`config.mk`:
```
export PLATFORM = sky130hd
export DESIGN_NAME = edge_interval_meter
export DESIGN_NICKNAME = d
export VERILOG_FILES = /design/src/rtl/edge_interval_meter.sv
export SDC_FILE = /design/constraint.sdc
export NUM_CORES = 1
export LEC_CHECK = 0
export CAP_MARGIN = 0
export CORE_ASPECT_RATIO = 2
export CORE_MARGIN = 4
export CORE_UTILIZATION = 54
export CTS_CLUSTER_SIZE = 10
export DETAILED_ROUTE_END_ITERATION = 16
export PLACE_DENSITY = 0.91
export SLEW_MARGIN = 20
export SYNTH_ARGS = -nofsm -noshare
export SYNTH_HDL_FRONTEND = slang
export SYNTH_SLANG_ARGS = --single-unit
```
`constraint.sdc`:
```
create_clock -name clk_100m -period 2.65 [get_ports clk_100m]
set_input_delay 0.53 -clock clk_100m [delete_from_list [all_inputs] [get_ports clk_100m]]
set_output_delay 0.53 -clock clk_100m [all_outputs]
set_load 0.02 [all_outputs]
```
`src/rtl/edge_interval_meter.sv`:
```
// edge_interval_meter: measures the clk_100m cycle count between successive
// rising edges of an already-synchronized input, emits timeout records when
// edges stop arriving, and presents each result on a single-entry valid/ready
// output register. Results that arrive while the output is still occupied are
// discarded and counted in a saturating drop counter.
module edge_interval_meter #(
  parameter int          CNT_W   = 32,
  parameter int unsigned TIMEOUT = 100_000_000,
  parameter int          DROP_W  = 16
) (
  input  logic              clk_100m,
  input  logic              rst_n,
  input  logic              signal_in,
  output logic [CNT_W-1:0]  meas_data,
  output logic              meas_timeout,
  output logic              meas_valid,
  input  logic              meas_ready,
  output logic [DROP_W-1:0] drop_count,
  output logic              armed
);

  localparam logic [CNT_W-1:0] TIMEOUT_CNT = CNT_W'(TIMEOUT);

  typedef enum logic {
    IDLE    = 1'b0,
    MEASURE = 1'b1
  } state_t;

  state_t             state;
  state_t             state_next;
  logic [CNT_W-1:0]   counter;
  logic [CNT_W-1:0]   counter_next;
  logic               prev;
  logic               rise;
  logic               cand_valid;
  logic [CNT_W-1:0]   cand_data;
  logic               cand_timeout;
  logic               load_ok;

  assign rise    = signal_in & ~prev;
  assign load_ok = ~meas_valid | meas_ready;

  // Previous-sample register used for single-cycle rising-edge detection.
  always_ff @(posedge clk_100m or negedge rst_n) begin
    if (!rst_n) begin
      prev <= 1'b0;
    end else begin
      prev <= signal_in;
    end
  end

  // Interval state machine: decides the next state/counter and whether a
  // result candidate (measured interval or timeout) is produced this cycle.
  // A rise takes priority over a coincident counter == TIMEOUT.
  always_comb begin
    state_next   = state;
    counter_next = counter;
    cand_valid   = 1'b0;
    cand_data    = counter;
    cand_timeout = 1'b0;
    case (state)
      IDLE: begin
        counter_next = '0;
        if (rise) begin
          counter_next = CNT_W'(1);
          state_next   = MEASURE;
        end
      end
      MEASURE: begin
        if (rise) begin
          cand_valid   = 1'b1;
          cand_data    = counter;
          counter_next = CNT_W'(1);
        end else if (counter == TIMEOUT_CNT) begin
          cand_valid   = 1'b1;
          cand_data    = TIMEOUT_CNT;
          cand_timeout = 1'b1;
          counter_next = '0;
          state_next   = IDLE;
        end else begin
          counter_next = counter + 1'b1;
        end
      end
      default: begin
        state_next   = IDLE;
        counter_next = '0;
      end
    endcase
  end

  // State, counter and the registered armed status flag.
  always_ff @(posedge clk_100m or negedge rst_n) begin
    if (!rst_n) begin
      state   <= IDLE;
      counter <= '0;
      armed   <= 1'b0;
    end else begin
      state   <= state_next;
      counter <= counter_next;
      armed   <= (state_next == MEASURE);
    end
  end

  // Single-entry output register: loads a candidate when empty or being
  // drained this cycle, otherwise discards it and bumps the drop counter.
  // The held record never changes while it waits for meas_ready.
  always_ff @(posedge clk_100m or negedge rst_n) begin
    if (!rst_n) begin
      meas_valid   <= 1'b0;
      meas_data    <= '0;
      meas_timeout <= 1'b0;
      drop_count   <= '0;
    end else begin
      if (cand_valid) begin
        if (load_ok) begin
          meas_valid   <= 1'b1;
          meas_data    <= cand_data;
          meas_timeout <= cand_timeout;
        end else if (drop_count != {DROP_W{1'b1}}) begin
          drop_count <= drop_count + 1'b1;
        end
      end else if (meas_valid && meas_ready) begin
        meas_valid <= 1'b0;
      end
    end
  end

endmodule
```
==> results of run 1 <==
[state kept, by name (all words and copies together), names as in the netlist]
name          count
meas_timeout      1
drop_count       16
state             1
prev              1
counter          32
meas_valid        1
meas_data        32
[synthesized netlist by cell type (2+ instances only)]
cell | n | area share [%]
nor2_1 | 38 | 3.6
nand3_1 | 17 | 2.2
or2_2 | 2 | 0.32
buf_12 | 2 | 1.0
and4_1 | 5 | 1.1
nand4_1 | 11 | 1.8
xnor2_1 | 27 | 6.0
nor2b_1 | 2 | 0.32
a22o_1 | 2 | 0.45
and3_1 | 5 | 0.80
inv_1 | 12 | 1.1
o21ai_0 | 9 | 1.1
nor3_1 | 18 | 2.3
nand2_1 | 20 | 1.9
dfrtp_1 | 84 | 54
nor3_2 | 2 | 0.51
or3_1 | 2 | 0.32
ha_1 | 3 | 0.96
mux2_2 | 3 | 0.86
mux2_4 | 24 | 9.2
xor2_1 | 18 | 4.0
nand2b_1 | 3 | 0.48
buf_6 | 4 | 1.1
clkbuf_1 | 7 | 0.67
nor4b_1 | 2 | 0.45
nor4_1 | 12 | 1.9
[worst max path at each step]
stage / from / to
floorplan: counter[0] / meas_data[10]
global placement: counter[0] / meas_data[24]
detailed placement: counter[0] / meas_data[31]
CTS: counter[0] / meas_data[31]
global route: counter[2] / drop_count[1]
finish: counter[2] / drop_count[1]
[cell families (layout without fill, tap and decap cells)]
| logic type | after synthesis | in the layout | synth area share, % |
|---|---|---|---|
| DFF | 84 | 84 | 53.5 |
| xor gates and xnor gates | 45 | 45 | 10.0 |
| AOI/OAI and AO/OA | 14 | 14 | 2.49 |
| adders and majority gates | 3 | 3 | 0.956 |
| muxes | 27 | 27 | 10.0 |
| and+or+nand+nor | 143 | 144 | 19.0 |
| buffers and inverters | 25 | 87 | 3.98 |
[final cells by class]
type | instances | area share [%]
Clock inverter | 1 | 0.156
Clock buffer | 14 | 5.47
Multi-Input combinational cell | 233 | 35.2
Sequential cell | 84 | 43.6
Inverter | 12 | 0.934
Tap cell | 90 | 2.34
Timing Repair Buffer | 60 | 12.4
[power groups by stage]
stage / registers, µW / logic, µW / clock network [µW]
after floorplan: 1520 / 177 / 0
after global placement: 1470 / 397 / 0
after detailed placement: 1470 / 415 / 0
after CTS: 1450 / 419 / 1170
after global routing: 1460 / 454 / 1230
final: 1450 / 420 / 1150
[worst max-delay path, cell delays in order (launching register included)]
cell and delay [ns]:
dfrtp_1 0.44, nor4_1 0.50, nand4_1 0.26, o32a_4 0.45
buf_4 0.21, or2_2 0.33, mux2_2 0.28
[routing by layer]
layer	global-route usage (%)	part of all wire [%]	wire length, µm	vias up
li1	-	-	-	1292
met3	6.29	4.2	365	26
met5	0	0	0	-
met4	12.1	3.7	321	0
met2	36.9	56	4860	93
met1	25.2	37	3200	1397
[stage by stage]
| step | total power, µW | cell area, µm² |
|---|---|---|
| final | 3020 | 4820 |
| after global routing | 3140 | 4820 |
| after CTS | 3040 | 4790 |
| after detailed placement | 1880 | 4520 |
| after global placement | 1860 | 4520 |
| after floorplan | 1690 | 3930 |
==> results.cfg, run 1 <==
[finish]
synthToLayoutAreaGrowth_pct = 22.8
final_cell_mix = dfrtp_1 (84), clkdlybuf4s50_1 (53), nor2_1 (38)
final_cell_count_no_fill = 494
multi_input_area_um2 = 1700
fin_util_pct = 68.9
drive_gt1_share_pct = 14.1
nets = 407
register_area_um2 = 2100
final_common_cell = dfrtp_1
n_fill_cell = 503
diodes = 0

[clock_network]
htreeDepth = 3
cts_tree = built
hold_buffers = 0
root_buffer = clkbuf_16
clkTransAtPathRegs_ns = 0.06
post_cts_buffers = 0
ctsResizeCount = 0
cts.sinks = 84
cts_made_buffers = 9
clockBufferDepth = 2
clock_latency_ns = 0.34

[route]
wl_um = 8750
routedWlPerCell_um = 17.7
drtIter0Drc = 208
detail-route-antenna-nets = 0
vias = 2808
viasPerCell = 5.68
drc = 0
dr.pass1.iters = 5

[sta]
max_clock_freq_mhz = 386
timing.hold.ws_ns = 0.213
rsz0062_at_grt = no
setup_viol = 0
fin_crit_ns = 2.59
slew_violations = 0
finalHoldViolations = 0
slew_headroom_pct = 57.7
tightest_slew_ns = 0.635
fin_crit_sh_pct = 97.9
setup_ws_ns = 0.0567
finClkSkew_ns = 0.00499
setup_tns_ns = 0

[pwr]
seqPwrFrac_pct = 48.0
power.density_nw_per_um2 = 627
p_switching_uw = 786
intPower_uw = 2240
p_clk_share_pct = 38.1
swShare_pct = 26.0
irDropWorstVdd_uv = 425
combPwrFrac_pct = 13.9
power.leakage_uw = 0.00219

[job]
drv_cap = 0

[floorplanning]
die_area_um2 = 8780
die_h_um = 129
ios = 55
num_rows = 43
core_area_um2 = 6990
die_w_um = 68.3
start_util_pct = 56.1

[global_routing]
antenna_found_initial = 0
grt_max_degree = 51
grt.overflow.total = 0
grt_pass1_vias = 2960
grt_use_total_pct = 22.3
grt_pass1_wl_um = 14500

[yosys]
ys_warn_count = 0
async_flop_share_pct = 100
synth_flop_cell = dfrtp_1
syn_area_um2 = 3930
synth_seq_cells = 84
avgSynthCellArea_um2 = 11.5
synth.distinct_cells = 33
synth_edf_count = 0
synth_nets = 348
yosysSeqAreaShare_pct = 53.5
synthCells = 341

[hold_path]
min_path_type = input port to async pin

[placement]
dp.cells = 478
dp_hpwl_um = 6040
place_ws_ns = 0.116
place_congestion = 0.849
io_buffers = 54

[setup_path]
cp-end-kind = flip-flop
cp-start-kind = flip-flop
critPathKind = flip-flop to flip-flop
arrival_ns = 2.81
reg2reg_from = counter[2]
path_max_fanout = 20
cp.required_ns = 2.87
r2r_slack_ns = 0.06
rr_endpoint = drop_count[1]
r2r_cells = 6

[status]
status = finished clean
No activity file was read; power rests on OpenSTA's default activity.
==> run 2, diff against run 1 <==
--- a/config.mk
+++ b/config.mk
@@ -5,6 +5,7 @@
 export SDC_FILE = /design/constraint.sdc
 export NUM_CORES = 1
 export LEC_CHECK = 0
+export ABC_CLOCK_PERIOD_IN_PS = 2650
 export CAP_MARGIN = 0
 export CORE_ASPECT_RATIO = 2
 export CORE_MARGIN = 4
==> results of run 2 <==
Final layout, timing and power as in run 1 (identical DEF).
